`config.mk`:
```
export PLATFORM = sky130hd
export DESIGN_NAME = sync_fifo_flags
export DESIGN_NICKNAME = d
export VERILOG_FILES = /design/src/rtl/sync_fifo_flags_pkg.sv /design/src/rtl/sync_fifo_flags_ram.sv /design/src/rtl/sync_fifo_flags.sv
export SDC_FILE = /design/constraint.sdc
export NUM_CORES = 1
export LEC_CHECK = 0
export BUFFER_PORTS_ARGS = -buffer_cell sky130_fd_sc_hd__buf_2
export CAP_MARGIN = 20
export CORE_MARGIN = 2
export CORE_UTILIZATION = 40
export DETAILED_ROUTE_END_ITERATION = 10
export PLACE_DENSITY_LB_ADDON = 0.05
export SETUP_SLACK_MARGIN = 0.2
export SYNTH_ARGS = -nofsm -noshare
export SYNTH_HDL_FRONTEND = slang
export SYNTH_SLANG_ARGS = --single-unit
```
`constraint.sdc`:
```
create_clock -name clk -period 2.8 [get_ports clk]
set_clock_uncertainty 0.15 [all_clocks]
set_input_delay 0.28 -clock clk [delete_from_list [all_inputs] [get_ports clk]]
set_output_delay 0.28 -clock clk [all_outputs]
set_load 0.01 [all_outputs]
```
`src/rtl/sync_fifo_flags_pkg.sv`:
```
// Shared types and elaboration helpers for the single-clock flagged FIFO.
// Pure definitions; no logic.
package sync_fifo_flags_pkg;

  function automatic int clog2(input int value);
    int r;
    r = 0;
    for (int i = 0; i < 31; i++) begin
      if ((1 << i) < value) r = i + 1;
    end
    return r;
  endfunction

  typedef struct packed {
    logic full;
    logic empty;
    logic almost_full;
    logic almost_empty;
  } flags_t;

  typedef struct packed {
    logic overflow;
    logic underflow;
  } err_t;

endpackage

```
`src/rtl/sync_fifo_flags_ram.sv`:
```
// DATA_W x DEPTH storage: one write port, one registered read port with enable.
// Latency: read data 1 cycle after rd_en; no backpressure (caller guarantees legal ops).
module sync_fifo_flags_ram #(
  parameter int DATA_W = 8,
  parameter int DEPTH  = 64,
  parameter int AW     = 6
) (
  input  logic              clk,
  input  logic              rst,
  input  logic              wr_en,
  input  logic [AW-1:0]     wr_addr,
  input  logic [DATA_W-1:0] wr_data,
  input  logic              rd_en,
  input  logic [AW-1:0]     rd_addr,
  output logic [DATA_W-1:0] rd_data
);

  logic [DATA_W-1:0] mem [DEPTH];
  logic [DATA_W-1:0] rd_data_q, rd_data_d;

  always_ff @(posedge clk) begin
    if (wr_en) mem[wr_addr] <= wr_data;
  end

  always_comb begin
    rd_data_d = rd_data_q;
    if (rd_en) rd_data_d = mem[rd_addr];
  end

  // Only the output register is reset; the array keeps stale contents.
  always_ff @(posedge clk) begin
    if (rst) rd_data_q <= '0;
    else     rd_data_q <= rd_data_d;
  end

  assign rd_data = rd_data_q;

endmodule

```
`src/rtl/sync_fifo_flags.sv`:
```
// Single-clock FIFO with count, almost-full/empty and sticky error flags; FIFO_FWFT_EN selects fall-through reads.
// Latency: 1 cycle read (standard) or head always presented (FWFT); writes while full / reads while empty are dropped and flagged.
module sync_fifo_flags
  import sync_fifo_flags_pkg::*;
#(
  parameter int DATA_W    = 8,
  parameter int DEPTH     = 64,
  parameter int AF_THRESH = DEPTH - 4,
  parameter int AE_THRESH = 4,
  localparam int AW       = clog2(DEPTH)
) (
  input  logic              clk,
  input  logic              rst,
  input  logic              wr_en,
  input  logic [DATA_W-1:0] wr_data,
  input  logic              rd_en,
  output logic [DATA_W-1:0] rd_data,
  output logic              rd_valid,
  output logic              full,
  output logic              empty,
  output logic              almost_full,
  output logic              almost_empty,
  output logic [AW:0]       count,
  output logic              overflow,
  output logic              underflow,
  input  logic              clr_err
);

  localparam logic [AW:0] AF_C = AF_THRESH[AW:0];
  localparam logic [AW:0] AE_C = AE_THRESH[AW:0];

  logic [AW:0] wr_ptr_q, wr_ptr_d;
  logic [AW:0] rd_ptr_q, rd_ptr_d;
  logic [AW:0] count_q, count_d;
  flags_t      flg_q, flg_d;
  err_t        err_q, err_d;
  logic        wr_acc, rd_acc;

  logic              ram_we;
  logic              ram_re;
  logic [AW-1:0]     ram_raddr;
  logic [DATA_W-1:0] ram_rd_data;

  always_comb begin
    wr_acc   = wr_en & ~flg_q.full;
    rd_acc   = rd_en & ~flg_q.empty;
    wr_ptr_d = wr_ptr_q + {{AW{1'b0}}, wr_acc};
    rd_ptr_d = rd_ptr_q + {{AW{1'b0}}, rd_acc};
    count_d  = wr_ptr_d - rd_ptr_d;

    flg_d.empty        = (wr_ptr_d == rd_ptr_d);
    flg_d.full         = (wr_ptr_d[AW-1:0] == rd_ptr_d[AW-1:0]) && (wr_ptr_d[AW] != rd_ptr_d[AW]);
    flg_d.almost_full  = (count_d >= AF_C);
    flg_d.almost_empty = (count_d <= AE_C);

    // A fresh error outranks a clear issued in the same cycle.
    err_d.overflow  = (wr_en & flg_q.full)  | (err_q.overflow  & ~clr_err);
    err_d.underflow = (rd_en & flg_q.empty) | (err_q.underflow & ~clr_err);
  end

  always_ff @(posedge clk) begin
    if (rst) begin
      wr_ptr_q <= '0;
      rd_ptr_q <= '0;
      count_q  <= '0;
      flg_q    <= '{full: 1'b0, empty: 1'b1, almost_full: 1'b0, almost_empty: 1'b1};
      err_q    <= '0;
    end else begin
      wr_ptr_q <= wr_ptr_d;
      rd_ptr_q <= rd_ptr_d;
      count_q  <= count_d;
      flg_q    <= flg_d;
      err_q    <= err_d;
    end
  end

  assign ram_we = wr_acc & ~rst;

`ifdef FIFO_FWFT_EN
  logic              byp_q, byp_d;
  logic [DATA_W-1:0] byp_dat_q, byp_dat_d;

  // Prefetch the next head every cycle; when that head is the word being
  // written right now, the array cannot return it yet, so forward it.
  always_comb begin
    ram_re    = ~flg_d.empty;
    ram_raddr = rd_ptr_d[AW-1:0];
    byp_d     = wr_acc & (wr_ptr_q == rd_ptr_d);
    byp_dat_d = wr_data;
  end

  always_ff @(posedge clk) begin
    if (rst) begin
      byp_q     <= 1'b0;
      byp_dat_q <= '0;
    end else begin
      byp_q     <= byp_d;
      byp_dat_q <= byp_dat_d;
    end
  end

  assign rd_data  = byp_q ? byp_dat_q : ram_rd_data;
  assign rd_valid = ~flg_q.empty;
`else
  logic rd_valid_q, rd_valid_d;

  always_comb begin
    ram_re     = rd_acc;
    ram_raddr  = rd_ptr_q[AW-1:0];
    rd_valid_d = rd_acc;
  end

  always_ff @(posedge clk) begin
    if (rst) rd_valid_q <= 1'b0;
    else     rd_valid_q <= rd_valid_d;
  end

  assign rd_data  = ram_rd_data;
  assign rd_valid = rd_valid_q;
`endif

  sync_fifo_flags_ram #(
    .DATA_W (DATA_W),
    .DEPTH  (DEPTH),
    .AW     (AW)
  ) u_ram (
    .clk     (clk),
    .rst     (rst),
    .wr_en   (ram_we),
    .wr_addr (wr_ptr_q[AW-1:0]),
    .wr_data (wr_data),
    .rd_en   (ram_re),
    .rd_addr (ram_raddr),
    .rd_data (ram_rd_data)
  );

  assign full         = flg_q.full;
  assign empty        = flg_q.empty;
  assign almost_full  = flg_q.almost_full;
  assign almost_empty = flg_q.almost_empty;
  assign count        = count_q;
  assign overflow     = err_q.overflow;
  assign underflow    = err_q.underflow;

endmodule

```
## Word level (Yosys, flattened, before mapping)

Memory sizes are Yosys's and may differ from the RTL's. A register that Yosys moved wholly into a read port is not among the register bits.
Index checks and enable logic that the tools add are counted.

| operators by class | value |
|---|---|
| reduce and logical (&&, ||, !) cells | 1 |
| eq/ne operators | 3 |
| $add $sub $neg | 3 |
| muxes and demuxes | 2 |
| bitwise operators | 13 |
| $lt $le $gt $ge | 2 |

Operators by type and width:

| operator | number |
|---|---|
| 7-bit by 1-bit adder with 7-bit output | 2 |
| 1-bit bitwise AND | 7 |
| 7-bit == test | 1 |
| 7-bit by 6-bit greater-or-equal comparator with 1-bit output (second input constant) | 1 |
| 7-bit by 3-bit <= comparator with 1-bit output (second input constant) | 1 |
| 7-bit subtractor | 1 |
| 6-bit == test | 1 |
| 1-bit inverter | 4 |
| 1-bit two-way mux | 2 |
| 1-bit bitwise OR | 2 |
| 1-bit logical AND | 1 |
| 1-bit != test | 1 |

| storage, ports and cells | value |
|---|---|
| bits of input ports | 13 |
| register bits | 28 |
| memories kept | 1 |
| logic and storage cells | 35 |
| RAM bits | 512 |

Memory list:

| name | depth | bits a word | read ports | clocked after memory_dff | write ports | line | text |
|---|---|---|---|---|---|---|---|
| u_ram.mem | 64 | 8 | 1 | 1 | 1 | sync_fifo_flags_ram.sv:18 | `logic [DATA_W-1:0] mem [DEPTH];` |

## Longest topological paths before layout

| logic depth | value |
|---|---|
| depth in word-level cells | 5 |
| gate-level depth with buffers | 12 |

## Hierarchy

A second synthesis with hierarchy kept.

| unflattened totals | value |
|---|---|
| cells, all modules | 1180 |
| area, all modules | 21604.5 sq um |

By module, submodules not included:

| module | cells an instance | times used | area an instance (sq um) | seq. area each (sq um) |
|---|---|---|---|---|
| sync_fifo_flags_ram | 1039 | 1 | 20188.1 | 15534.9 |
| sync_fifo_flags | 141 | 1 | 1416.4 | 560.5 |

## Worst setup path before layout

OpenSTA, ideal clock, no wires.

| timing path | value |
|---|---|
| path type | reg2reg |
| start point | register rd_ptr_q[1] |
| end point | register flg_q (netlist bit almost_full) |
| path slack | -0.149 ns |
| buffers on the path | 3 |
| period minus slack after synthesis | 2.949 ns |
| data required time | 2.514 ns |
| stages on the path, launching flop included | 12 |
| data arrival time | 2.663 ns |
| cells stage by stage | dfxtp_1 > buf_6 > buf_2 > buf_1 > xnor2_1 > ha_1 > a21o_1 > maj3_4 > a21oi_2 > maj3_2 > xor2_1 > o32ai_1 |

| on the way | value |
|---|---|
| word-level cells in the longest chain between the ends | 3 |

Ends and longest elaborated chain:

| what | line | text |
|---|---|---|
| start: declaration | sync_fifo_flags.sv:33 | `logic [AW:0] rd_ptr_q, rd_ptr_d;` |
| start signal: assignment | sync_fifo_flags.sv:70 | `rd_ptr_q <= rd_ptr_d;` |
| 7-bit by 1-bit adder with 7-bit output | sync_fifo_flags.sv:48 | `rd_ptr_d = rd_ptr_q + {{AW{1'b0}}, rd_acc};` |
| 7-bit subtractor | sync_fifo_flags.sv:49 | `count_d = wr_ptr_d - rd_ptr_d;` |
| 7-bit by 6-bit greater-or-equal comparator with 1-bit output | sync_fifo_flags.sv:53 | `flg_d.almost_full = (count_d >= AF_C);` |
| end signal: assignment | sync_fifo_flags.sv:66 | `flg_q <= '{full: 1'b0, empty: 1'b1, almost_full: 1'b0, almost_empty: 1'b1};` |
| end signal: assignment | sync_fifo_flags.sv:72 | `flg_q <= flg_d;` |
| end: declaration | sync_fifo_flags.sv:35 | `flags_t flg_q, flg_d;` |

Every way passes these cells.
A chain may end at the register's enable or synchronous reset.

## Final worst setup path

| timing path | value |
|---|---|
| start point | register rd_ptr_q[0] |
| end point | register flg_q (netlist bit almost_empty) |

| on the way | value |
|---|---|
| word-level cells in the longest chain between the ends | 3 |

Ends and longest elaborated chain:

| what | line | text |
|---|---|---|
| 7-bit by 1-bit adder with 7-bit output | sync_fifo_flags.sv:48 |  |
| 7-bit subtractor | sync_fifo_flags.sv:49 |  |
| 7-bit by 3-bit <= comparator with 1-bit output | sync_fifo_flags.sv:54 | `flg_d.almost_empty = (count_d <= AE_C);` |

Every way passes these cells.

==> results_dict.tcl <==
set metrics [dict create \
    dpl.hpwl_um 32900 \
    final_area_sq_um 25600 \
    grt_pass1_vias 10680 \
    fin_crit_sh 0.928 \
    rr_startpoint "rd_ptr_q[0]" \
    critPathBufInv 2 \
    p_sw_mw 3.93 \
    peakVddDrop_mv 0.447 \
    pwr-share-seq 0.506 \
    leakage_nw 8.21 \
    slew_headroom 0.421 \
    syn_inst 1053 \
    min_path_cells 3 \
    clk_path_buf_depth 3 \
    syn_to_final_growth_pct 20.5 \
    synth_edf_count 512 \
    slowest_stage "dfxtp_4" \
    drv_slew 0 \
    yosys-top-cells-area "edfxtp_1 72%, mux4_2 14%, dfxtp_1 3.4%" \
    gp_congestion 0.774 \
    floorplan.rows 84 \
    switching_share 0.220 \
    reg2regPathDepth 11 \
    r2r_end "almost_empty" \
    min_path_type "input port to flop" \
    synthArstFlopShare 0 \
    worstPathCellList "buf_6 -> buf_6 -> ha_4 -> xnor2_4 -> ha_4 -> a21o_1 -> maj3_4 -> a21oi_2 -> maj3_2 -> xor2_2 -> a41o_1" \
    vias 10596 \
    firstDrtPassIters 4 \
    p_total_mw 17.9 \
    numCtsBuffers 57 \
    syn_area_sq_um 21200 \
    synth_top_area_share 0.724 \
    root_buffer "clkbuf_16" \
    pwr-share-comb 0.095 \
    vias_per_cell 5.34 \
    grt_overflow 0 \
    synth_area_leader_cell "edfxtp_1" \
    nets 1278 \
    cp.required_ps 3190 \
    p_per_area_nw_per_um2 698 \
    portBuffers 34 \
    fin_tns_setup_ps 0 \
    totalWireLength_um 52300 \
    post-synth-top-count-cell "edfxtp_1" \
    hold_violations 0 \
    cp_slowest_stage_delay_ps 380 \
    clock.fmax_mhz 385 \
    drive_gt1_frac 0.368 \
    h-tree-depth 2 \
    start_util 0.404 \
    p_clk_frac 0.399 \
    hp-start "rst" \
    path_max_fanout 6 \
    crit_type "flop to flop" \
    ys_seq_elements 548 \
    synthFlopType "edfxtp_1" \
    synthDistinctLibCells 49 \
    drt_iter0_drc 811 \
    dieArea_sq_um 55000 \
    grt_usage 0.194 \
    worstSkewPairLatency_ps 610 \
    cts_tree "yes" \
    worstSetupStartpointType "flop" \
    antenna_found_initial 1 \
    netlist_top_cells_count "512 x edfxtp_1, 128 x mux4_2, 90 x nor2_1" \
    core_area_sq_um 52600 \
    die_h_um 234 \
    hold_end "wr_ptr_q[0]" \
    ioPinCount 35 \
    path_delay_family "adder cells" \
    tightest_slew_ps 869 \
    p_int_mw 14.0 \
    drv_cap 0 \
    antenna_left 0 \
    rrSetupSlack_ps 200 \
    status "complete, no violations" \
    period_minus_slack_ps 2600 \
    drc 0 \
    grt_pass1_wl_um 74900 \
    setup_violations 0 \
    diodes 0 \
    die_w_um 234 \
    syn_avg_cell_area_sq_um 20.2 \
    rsz0062_at_grt "true" \
    cts_sinks 548 \
    yosysSeqAreaShare 0.758 \
    postPlaceCellArea_sq_um 23400 \
    path_clk_slew_ps 60 \
    arrival_ps 2990 \
    grt_max_degree 65 \
    yosys_warnings 0 \
    endpoint_kind "flop" \
    syn_nets 1076 \
    drt-wirelength-per-cell_um 26.4 \
]
-- logic make-up (layout without fill, tap and decap cells) --
kind of cell    count (synthesis)  count (layout)  synth area share
simple gates                  157             157            0.0348
flops                         548             548             0.758
buf+inv                        69             311            0.0150
xor+xnor                       22              22            0.0115
fa+ha+maj                      12              12           0.00742
mux                           128             128             0.136
compound gates                117             117            0.0381
-- power by group through the flow --
stage / Combinational [mW] / Clock, mW / Sequential (mW)
3_3_place_gp: 1.57 / 0 / 9.25
3_5_place_dp: 1.57 / 0 / 9.25
6_report: 1.70 / 7.13 / 9.06
2_1_floorplan: 0.898 / 0 / 9.24
5_1_grt: 1.83 / 7.63 / 9.06
4_1_cts: 1.65 / 7.34 / 9.07
-- routing by layer --
metal,up-vias,wire (um),global-route usage
met5,-,13,0
met4,2,1060,0.0480
met3,74,2320,0.0352
met2,220,24000,0.297
met1,5595,24900,0.289
li1,4705,-,-
-- how the worst max path moves through the flow --
stage / endpoint / slack (ps) / cells past startpoint / from
2_1_floorplan: almost_full / 210 / 11 / empty
3_3_place_gp: almost_empty / -50 / 13 / rd_en
3_5_place_dp: almost_full / -70 / 11 / rd_en
4_1_cts: almost_full / 170 / 10 / rd_ptr_q[0]
5_1_grt: almost_empty / 100 / 11 / rd_ptr_q[0]
6_report: almost_empty / 200 / 11 / rd_ptr_q[0]
-- registers in the layout, summed over array words and instances (netlist names) --
register / cells
rd_ptr_q: 7
overflow: 1
u_ram.mem: 512
wr_ptr_q: 7
empty: 1
underflow: 1
almost_empty: 1
full: 1
rd_valid: 1
almost_full: 1
count: 7
u_ram.rd_data: 8
-- layout by cell type (no fill, tap or decap), types with 3 or more instances in the layout --
cell / synthesis / final
edfxtp_1: 512 / 512
buf_4: 1 / 139
mux4_2: 128 / 128
nor2_1: 90 / 88
clkbuf_16: 0 / 59
a22oi_1: 66 / 46
buf_2: 16 / 34
dfxtp_1: 36 / 32
a21oi_1: 33 / 24
a22oi_2: 0 / 20
buf_12: 0 / 15
nand2_1: 14 / 14
clkinv_2: 0 / 13
clkinv_1: 0 / 11
clkbuf_1: 34 / 11
nand2b_1: 10 / 10
a21oi_2: 1 / 10
inv_1: 9 / 8
xnor2_1: 9 / 8
o22ai_1: 8 / 8
xor2_2: 6 / 7
nor2b_1: 9 / 7
dlygate4sd3_1: 0 / 7
ha_4: 0 / 6
nand3_1: 5 / 5
buf_6: 2 / 5
xor2_1: 6 / 4
nor4_2: 0 / 4
nor4_1: 8 / 4
nand4_1: 3 / 3
bufinv_16: 0 / 3
-- cell type report --
type | instances | area [sq um]
fillers | 4438 | 26900
flip-flops and latches | 548 | 16100
multi-input cells | 436 | 5170
repair buffers | 203 | 1720
clock buffers | 70 | 1520
well taps | 688 | 861
clock inverters | 29 | 213
inverters | 9 | 33.8
-- worst reg2reg max path, delay by kind of cell (launching register included) --
kind                       cells  cell delay (ps)
DFF                            1              380
adders and majority gates      4              930
xor gates and xnor gates       2              360
AOI/OAI and AO/OA              3              490
buffers and inverters          2              230
-- stage by stage --
stage,std cells,util,hold slack [ps],setup WS (ps)
3_3_place_gp,1864,0.445,319,-49.3
2_1_floorplan,1053,-,229,205
4_1_cts,1974,0.482,30.3,168
5_1_grt,1983,0.487,63.1,97.4
6_report,1983,0.487,66.4,202
3_5_place_dp,1864,0.445,326,-74.8
-- repair_timing --
action	CTS	global route
resized for setup	18	39
endpoints found under the setup margin	12	12
hold endpoints to repair	49	0
gates cloned	1	0
hold buffers	7	0
setup buffers	3	9
pin swaps	5	22
Power figures use the tool's default switching activity.
